**config.mk**
```make
export PLATFORM = sky130hd
export DESIGN_NAME = seek_e_arb
export DESIGN_NICKNAME = d
export VERILOG_FILES = /design/src/rtl/seek_e_arb_pkg.sv /design/src/rtl/seek_e_arb_rr.sv /design/src/rtl/seek_e_arb.sv
export SDC_FILE = /design/constraint.sdc
export NUM_CORES = 1
export LEC_CHECK = 0
export BUFFER_PORTS_ARGS = -buffer_cell sky130_fd_sc_hd__buf_4
export CAP_MARGIN = 20
export CELL_PAD_IN_SITES_DETAIL_PLACEMENT = 1
export CELL_PAD_IN_SITES_GLOBAL_PLACEMENT = 2
export CORE_MARGIN = 4
export CORE_UTILIZATION = 26
export DETAILED_ROUTE_END_ITERATION = 12
export PLACE_DENSITY = 0.81
export SLEW_MARGIN = 20
export SYNTH_ARGS = -nofsm -noshare
export SYNTH_HDL_FRONTEND = slang
export SYNTH_HIERARCHICAL = 1
export SYNTH_SLANG_ARGS = --single-unit
```
**constraint.sdc**
```tcl
create_clock -name clk -period 2.9 [get_ports clk]
set_input_delay 0.435 -clock clk [delete_from_list [all_inputs] [get_ports clk]]
set_output_delay 0.435 -clock clk [all_outputs]
set_load 0.005 [all_outputs]
```
**src/rtl/seek_e_arb_pkg.sv**
```systemverilog
// Shared constants and the e = c[14:13] + c[12:0] reduction used by seek_e_arb.
// Latency: none (combinational helper function only).
// Backpressure: not applicable.
`ifndef Datawidth
`define Datawidth 16
`endif

package seek_e_arb_pkg;

    localparam int DATAWIDTH = `Datawidth;

    // c[RED_HI:RED_MID] is the high fold, c[RED_MID-1:0] the low part.
    localparam int RED_HI  = 14;
    localparam int RED_MID = 13;

    // Result width: 13-bit low part plus a 2-bit fold never exceeds 8194, fits in 14 bits.
    localparam int E_W = RED_MID + 1;

    function automatic logic [E_W-1:0] reduce_e(input logic [RED_HI:0] c);
        return {{(E_W-2){1'b0}}, c[RED_HI:RED_MID]} + {1'b0, c[RED_MID-1:0]};
    endfunction

endpackage

```
**src/rtl/seek_e_arb_rr.sv**
```systemverilog
// Round-robin picker: first valid requester at or above rr_ptr, wrapping to 0.
// Latency: purely combinational.
// Backpressure: enable=0 forces an all-zero grant.
module seek_e_arb_rr
    import seek_e_arb_pkg::*;
#(
    parameter int NREQ = 4,
    parameter int IDW  = $clog2(NREQ)
) (
    input  logic [NREQ-1:0] req_valid,
    input  logic [IDW-1:0]  rr_ptr,
    input  logic            enable,
    output logic [NREQ-1:0] grant,
    output logic [IDW-1:0]  grant_idx,
    output logic            grant_any
);

    int j;

    // Scan requesters starting at rr_ptr; the first valid one wins.
    always_comb begin
        grant     = '0;
        grant_idx = '0;
        grant_any = 1'b0;
        j         = 0;
        for (int k = 0; k < NREQ; k++) begin
            j = int'(rr_ptr) + k;
            if (j >= NREQ) j = j - NREQ;
            if (enable && !grant_any && req_valid[j]) begin
                grant[j]  = 1'b1;
                grant_idx = IDW'(j);
                grant_any = 1'b1;
            end
        end
    end

endmodule

```
**src/rtl/seek_e_arb.sv**
```systemverilog
// Shares one e = c[14:13] + c[12:0] reduction stage between NREQ round-robin requesters.
// Latency: accept in cycle N gives rsp_valid in cycle N+2; one result per cycle.
// Backpressure: rsp_ready=0 stalls stage 2, then stage 1, then grants; optional stats via SEEK_E_ARB_STATS_EN.
module seek_e_arb
    import seek_e_arb_pkg::*;
#(
    parameter int NREQ = 4,
    parameter int DW   = DATAWIDTH,
    parameter int IDW  = $clog2(NREQ)
) (
    input  logic               clk,
    input  logic               rst,
    input  logic [NREQ-1:0]    req_valid,
    input  logic [NREQ*DW-1:0] req_data,
    output logic [NREQ-1:0]    req_ready,
    output logic               rsp_valid,
    output logic [DW-1:0]      rsp_data,
    output logic [IDW-1:0]     rsp_id,
    input  logic               rsp_ready,
    output logic               busy
`ifdef SEEK_E_ARB_STATS_EN
    ,
    output logic [31:0]        stat_cnt,
    output logic [31:0]        stat_stall
`endif
);

    logic              s1_vld;
    logic [RED_HI:0]   s1_c;
    logic [IDW-1:0]    s1_id;
    logic              s2_vld;
    logic [E_W-1:0]    s2_e;
    logic [IDW-1:0]    s2_id;
    logic [IDW-1:0]    rr_ptr;
    logic              adv1;
    logic              adv2;
    logic              pick_en;
    logic [IDW-1:0]    grant_idx;
    logic              grant_any;
    logic [DW-1:0]     sel_c;
    logic              unused_hi;

    assign adv2    = !s2_vld || rsp_ready;
    assign adv1    = !s1_vld || adv2;
    // No grants while reset is held.
    assign pick_en = adv1 && !rst;

    seek_e_arb_rr #(
        .NREQ (NREQ),
        .IDW  (IDW)
    ) u_rr (
        .req_valid (req_valid),
        .rr_ptr    (rr_ptr),
        .enable    (pick_en),
        .grant     (req_ready),
        .grant_idx (grant_idx),
        .grant_any (grant_any)
    );

    // Select the granted requester's c; grant is one-hot so OR-ing is safe.
    always_comb begin
        sel_c = '0;
        for (int i = 0; i < NREQ; i++) begin
            if (req_ready[i]) sel_c = sel_c | req_data[i*DW +: DW];
        end
    end

    // Bits above c[14] never contribute to e.
    assign unused_hi = ^sel_c[DW-1:RED_HI+1];

    // Advance the round-robin pointer past the requester just served.
    always_ff @(posedge clk or posedge rst) begin
        if (rst) begin
            rr_ptr <= '0;
        end else if (grant_any) begin
            rr_ptr <= (grant_idx == IDW'(NREQ-1)) ? '0 : grant_idx + IDW'(1);
        end
    end

    // Stage 1: capture the granted c and its owner tag.
    always_ff @(posedge clk or posedge rst) begin
        if (rst) begin
            s1_vld <= 1'b0;
            s1_c   <= '0;
            s1_id  <= '0;
        end else if (adv1) begin
            s1_vld <= grant_any;
            if (grant_any) begin
                s1_c  <= sel_c[RED_HI:0];
                s1_id <= grant_idx;
            end
        end
    end

    // Stage 2: reduce and hold the result until downstream takes it.
    always_ff @(posedge clk or posedge rst) begin
        if (rst) begin
            s2_vld <= 1'b0;
            s2_e   <= '0;
            s2_id  <= '0;
        end else if (adv2) begin
            s2_vld <= s1_vld;
            if (s1_vld) begin
                s2_e  <= reduce_e(s1_c);
                s2_id <= s1_id;
            end
        end
    end

    assign rsp_valid = s2_vld;
    assign rsp_data  = {{(DW-E_W){1'b0}}, s2_e};
    assign rsp_id    = s2_id;
    assign busy      = s1_vld || s2_vld;

`ifdef SEEK_E_ARB_STATS_EN
    // Accepted-request counter (wraps) and output-stall counter (saturates).
    always_ff @(posedge clk or posedge rst) begin
        if (rst) begin
            stat_cnt   <= '0;
            stat_stall <= '0;
        end else begin
            if (grant_any) stat_cnt <= stat_cnt + 32'd1;
            if (s2_vld && !rsp_ready && (stat_stall != '1)) stat_stall <= stat_stall + 32'd1;
        end
    end
`endif

endmodule

```
==> results by group, run 1 <==
Outcome
  • Status: completed

STA
  • Worst setup margin: 0.123 ns
  • Slew Viols, Final: 0
  • Final TNS setup: 0 ns
  • Final worst path period share: 95.8%
  • WHS: 0.278 ns
  • RSZ-0062 raised after global routing: no
  • Max_slew headroom: 64.6%
  • Worst Tran Pin Value: 0.532 ns
  • Worst Skew: 0.00892 ns
  • Finish-stage setup viols: 0
  • Final hold vios: 0
  • Fin crit period: 2.78 ns
  • Fmax: 360 MHz

Route
  • Post-DRT Antenna Nets: 0
  • Post-Route WL: 7130 µm
  • Vias after detailed routing: 2216
  • Initial DRC Count: 69
  • Drt pass-1 iters: 4
  • Vias per inst: 4.88
  • Wire per inst: 15.7 µm
  • DRC violations left: 0

GRT
  • Antenna violations before repair: 0
  • Global-route wire length before repair: 12100 µm
  • Number of global-route vias before repair: 2355
  • Overflow after GRT: 0
  • Total GRT Usage: 13.2%
  • Largest net degree at the start of global routing: 38

Synthesis
  • Post-synthesis mux area share: 7.79%
  • Yosys warnings: 6
  • Dominant cell type by area after synthesis: dfrtp_1
  • Yosys reg bits: 37
  • Compound-Gate Fraction of Synth Area: 21.7%
  • Sequential fraction of the synthesis area: 38.4%
  • Top cells by area, synth: dfrtp_1 38%, a22oi_1 9.3%, ha_1 5.7%
  • Share of the synthesized area in the top cell type: 38.4%
  • Synth cell types: 45
  • Post-Synth XOR/XNOR Area: 4.00%
  • Mapped Avg Cell Area: 9.60 µm²
  • Simple-gate area share of the yosys netlist: 15.9%
  • Number of synthesized flops with an enable pin: 0
  • Share of synthesized registers carrying an async set or reset: 100%
  • Largest family of logic cells by synthesized area: compound AO/OA/AOI/OAI gates
  • Main synth FF type: dfrtp_1
  • Post-Synth Adder-Cell Area: 6.54%
  • Post-Syn Area: 0.00241 mm²
  • Cells after Synth: 251

Final layout
  • Most frequent cells in the layout: 102 x buf_4, 37 x dfrtp_1, 30 x a22oi_1, 26 x nor2_1, 22 x nand2_1
  • Number of fill cells: 1051
  • Final Instance Count excl. Fillers: 454
  • N_diodes: 0
  • Multi-input logic area: 0.00137 mm²
  • FF/Latch Area: 926 µm²
  • Area growth syn-to-layout: 37.7%
  • Commonest non-fill, non-tap cell in the layout: buf_4
  • Layout net count: 428
  • Layout cells sized above 1: 38.2%

Floorplanning
  • Die height: 104 µm
  • Core ar.: 0.00885 mm²
  • Die ar.: 0.0109 mm²
  • Row cnt: 34
  • Io pins: 95
  • Initial Utilization: 27.2%
  • Die Span X: 104 µm

Pwr
  • Comb pwr share: 56.7%
  • Clk pwr share: 11.2%
  • Sw frac: 41.7%
  • Pwr/cell area: 922 mW/mm²
  • Static Leak: 1.48 nW
  • Pwr Total: 3.06 mW
  • Part of the power in registers: 32.1%
  • Net Switching: 1.28 mW
  • Int Pwr: 1.79 mW
  • Peak VDD IR: 292 µV

Clocking
  • Clk Latency, worst-skew pair: 0.28 ns
  • TritonCTS clock tree: yes
  • CTS H-tree lvls: 2
  • Num CTS Buffers: 5
  • Reg clk slew, reported paths: 0.08 ns
  • CTS Sinks: 37
  • Clock buffer depth: 2
  • Clock root cell: clkbuf_8

Setup path
  • Crit-path leading delay family: multiplexers
  • Worst stage delay on the critical path: 0.55 ns
  • Critical path data required time: 2.47 ns
  • Critical Path AT: 2.34 ns
  • CP Capture Type: output port
  • Worst Setup Start Kind: register
  • CP startpoint: rr_ptr[0]
  • Buf/Inv on CP: 2
  • WS Path Type: reg2out
  • Crit-path max FO: 5
  • Worst r2r src: rr_ptr[0]
  • Cell Chain, Critical Path: inv_1, ha_4, mux4_2, nand2b_4, o31ai_1, a221o_1, buf_4
  • CP max-delay cell: mux4_2

Placed design
  • Post-Place Cells: 444
  • Port buffer count: 88
  • Pre-CTS WS: 0.185 ns
  • GPL Wtd Cong: 0.820
  • Final HPWL DP: 5710 µm

Job
  • Max Cap Violations: 0

Worst hold path
  • HP Class: in2async
==> metal layers <==
metal	GRT usage (%)	vias up	part of all wire (%)
met2	20.4	63	45
met4	2.28	0	0.52
met1	19.0	1047	49
met5	0	-	0
li1	-	1104	-
met3	3.10	2	5.3
==> worst register-to-register path: cells and delay by family, from the launching register on <==
family	cells	cell delay [ns]
AO/OA/AOI/OAI	3	0.73
AND/OR/NAND/NOR	1	0.27
adder cells (fa/ha/maj)	1	0.24
multiplexers	2	0.30
flip-flops	1	0.37
buffers and inverters	4	0.67
==> synthesized netlist by cell type, types with 2 or more instances <==
master and n:
buf_4 2, o31ai_1 4, nand2_1 22, nand3_1 2, a31oi_1 15, nor2_1 26, nand3b_1 4, buf_2 5
a221o_1 4, nor2b_1 2, mux2i_1 3, and2_1 2, o21ai_0 10, a22oi_1 30, xnor2_1 10, o21ai_2 2
dfrtp_1 37, ha_1 11, a21oi_1 5, clkbuf_1 6, buf_6 3, mux4_2 3, nand2b_1 3, nor3_1 3
mux2_2 8, inv_1 10
==> through the flow <==
stage	area (µm²)	utilization (%)
6_report	3320	37.5
5_1_grt	3320	37.5
4_1_cts	3310	37.4
3_5_place_dp	3200	36.2
3_3_place_gp	3200	36.2
2_1_floorplan	2420	-
==> final timing paths <==
path | cells past startpoint | slack (ns) | end
worst max-delay path | 7 | 0.12 | req_ready[1]
worst min-delay path | 3 | 0.28 | rsp_valid
worst max register to register | 11 | 0.19 | s1_c[10]
worst min register to register | 2 | 0.48 | s2_e[9]
max in group asynchronous | 3 | 2.29 | s1_c[10]
min in group clk | 3 | 0.43 | rsp_valid
==> sequential cells by signal (all words and copies together), names as in the netlist <==
signal     count
s1_c          15
s1_vld         1
rr_ptr         2
s1_id          2
s2_e          14
rsp_id         2
rsp_valid      1
==> layout make-up <==
cell class	count	area share [%]
tap	108	4.07
clock inverter	2	0.302
clock buffer	6	2.19
sequential	37	27.9
timing repair buffer	102	23.1
inverter	10	1.13
multi-input combinational	189	41.3
==> kinds of logic after synthesis <==
kind of cell | count (synthesis)
AO/OA/AOI/OAI | 75
AND/OR/NAND/NOR | 75
flip-flops | 37
buffers and inverters | 26
multiplexers | 14
adder cells (fa/ha/maj) | 12
XOR/XNOR | 11
other | 1
==> power groups by stage <==
stage | logic [mW] | registers (mW) | clock network, mW
CTS | 1.75 | 0.982 | 0.354
detailed placement | 1.71 | 0.993 | 0
finish | 1.74 | 0.982 | 0.344
global route | 1.96 | 1.02 | 0.378
floorplan | 1.12 | 0.960 | 0
global placement | 1.67 | 0.983 | 0
==> what timing repair did <==
item                       in CTS  in global routing
hold buffers                    0                  0
gates resized for setup         1                  2
pin swaps                       3                  1
buffers inserted                2                  0
setup endpoints to repair       3                 15
Note: power is estimated with default switching activity, not from simulation.
==> run 2, diff against run 1 <==
--- a/config.mk
+++ b/config.mk
@@ -12,7 +12,7 @@
 export CORE_MARGIN = 4
 export CORE_UTILIZATION = 26
 export DETAILED_ROUTE_END_ITERATION = 12
-export PLACE_DENSITY = 0.81
+export PLACE_DENSITY = 0.84
 export SLEW_MARGIN = 20
 export SYNTH_ARGS = -nofsm -noshare
 export SYNTH_HDL_FRONTEND = slang
==> run 2 against run 1 <==
Against the previous run: cell area rose by 1.6%; utilization is 0.61 points higher; power is 3.4% higher; clock power increased by 13%; sequential share of layout area decreased by 0.45 points; via count is 0.45% higher; maximum frequency down 0.12%; non-clock buffer count did not move; clock-buffer cell count up 1; highest routed layer unchanged.
==> results by group, run 2 (same netlist as run 1, synthesis figures left out) <==
GRT
  • Antenna violations before repair: 0
  • Total GRT Usage: 13.5%
  • Overflow after GRT: 0
  • Global-route wire length before repair: 12100 µm
  • Number of global-route vias before repair: 2372
  • Largest net degree at the start of global routing: 38

Setup path
  • Crit-path leading delay family: multiplexers
  • CP startpoint: rr_ptr[1]
  • Critical path data required time: 2.47 ns
  • WS Path Type: reg2out
  • Critical Path AT: 2.35 ns
  • Crit-path max FO: 5
  • CP Capture Type: output port
  • Worst r2r src: rr_ptr[1]
  • Worst Setup Start Kind: register
  • Buf/Inv on CP: 2
  • Worst stage delay on the critical path: 0.56 ns
  • CP max-delay cell: mux4_2
  • Cell Chain, Critical Path: inv_2, ha_4, mux4_2, nand2b_4, o31ai_4, a221o_1, buf_4

STA
  • RSZ-0062 raised after global routing: no
  • Slew Viols, Final: 0
  • Worst Tran Pin Value: 0.530 ns
  • Max_slew headroom: 64.7%
  • WHS: 0.302 ns
  • Worst Skew: 0.0103 ns
  • Fin crit period: 2.78 ns
  • Final TNS setup: 0 ns
  • Finish-stage setup viols: 0
  • Fmax: 360 MHz
  • Worst setup margin: 0.119 ns
  • Final hold vios: 0
  • Final worst path period share: 95.9%

Route
  • DRC violations left: 0
  • Post-DRT Antenna Nets: 0
  • Vias after detailed routing: 2226
  • Drt pass-1 iters: 4
  • Routed wl met3: 399 µm
  • Met2 wire length: 3340 µm
  • Initial DRC Count: 96
  • Metal-1 WL: 3530 µm
  • Vias per inst: 4.90
  • Wire per inst: 16.2 µm
  • Post-Route WL: 7360 µm
  • Max Used Layer: met4

Outcome
  • Status: completed

Floorplanning
  • Core ar.: 0.00885 mm²
  • Die height: 104 µm
  • Die Span X: 104 µm
  • Row cnt: 34
  • Die ar.: 0.0109 mm²
  • Io pins: 95
  • Initial Utilization: 27.2%

Final layout
  • Layout cells sized above 1: 39.6%
  • Commonest non-fill, non-tap cell in the layout: buf_4
  • Layout net count: 428
  • Area growth syn-to-layout: 39.9%
  • Top Registers: s1_c x15, s2_e x14
  • Max FFs per register: 15
  • N_diodes: 0
  • Final Instance Count excl. Fillers: 454
  • Core Util, Final: 38.1%
  • Post-route design area: 0.00337 mm²
  • Most frequent cells in the layout: 102 x buf_4, 37 x dfrtp_1, 30 x a22oi_1, 26 x nor2_1, 22 x nand2_1
  • Biggest register: s1_c

Clocking
  • Clock buffer depth: 2
  • Reg clk slew, reported paths: 0.08 ns
  • CTS H-tree lvls: 2
  • CTS Hold Bufs: 0
  • CTS Sinks: 37
  • Clock root cell: clkbuf_8
  • TritonCTS clock tree: yes
  • Clk Latency, worst-skew pair: 0.29 ns
  • Num CTS Buffers: 5

Pwr
  • Static Leak: 1.49 nW
  • Peak VDD IR: 387 µV
  • Pwr/cell area: 939 mW/mm²
  • Pwr Total: 3.17 mW

Placed design
  • DP Area: 0.00320 mm²
  • Final HPWL DP: 5850 µm
  • Pre-CTS WS: 0.174 ns
  • Port buffer count: 88
  • GPL Wtd Cong: 0.811
  • Post-Place Cells: 443

Job
  • Max Cap Violations: 0

Worst hold path
  • HP Class: in2async
run 2: cell count changes in the layout (fill, tap and decap cells not counted):
cell / before / now
clkbuf_8: 5 / 7
o31ai_1: 3 / 1
clkinv_2: 2 / 1
and3_4: 0 / 1
and3_2: 1 / 0
o31ai_4: 0 / 1
inv_2: 1 / 2
mux2i_4: 0 / 1
inv_1: 9 / 8
clkbuf_1: 1 / 0
o31ai_2: 1 / 2
mux2i_1: 3 / 2
run 2: layout make-up:
class / instances / area (µm²)
Fill cell: 1053 / 5480
Multi-Input combinational cell: 189 / 1410
Sequential cell: 37 / 926
Timing Repair Buffer: 102 / 766
Tap cell: 108 / 135
Clock buffer: 7 / 96.3
Inverter: 10 / 37.5
Clock inverter: 1 / 5.00
run 2: what timing repair did:
action,CTS,global route
pin swaps,2,3
endpoints found under the setup margin,2,19
gates resized for setup,2,8
buffers inserted,2,1
run 2: final timing paths:
kind	end	slack [ns]	cells after the start
max in group asynchronous	s2_e[7]	2.27	3
setup reg to reg	s1_c[14]	0.20	9
setup / recovery	req_ready[2]	0.12	7
hold / removal	s1_c[1]	0.30	3
min in group clk	rsp_valid	0.44	3
hold reg to reg	s2_e[9]	0.48	2
run 2: report_power, final:
group / total (mW) / leakage (nW) / switching [mW] / internal (mW)
sequential: 0.985 / 0.448 / 0.221 / 0.763
combinational: 1.79 / 0.990 / 0.914 / 0.878
clock: 0.390 / 0.0542 / 0.175 / 0.215
run 2: worst register-to-register path: stages (launching register included):
cell     delay, ns
dfrtp_1       0.37
buf_4         0.21
mux4_2        0.68
nand2_1       0.18
o31ai_4       0.09
a221o_1       0.37
buf_4         0.15
buf_4         0.17
a22oi_1       0.24
a31oi_1       0.12
run 2: metal layers:
metal / global-route usage [%] / vias up
li1: - / 1111
met1: 18.3 / 1042
met2: 21.4 / 66
met3: 3.97 / 7
met4: 2.85 / 0
met5: 0 / -
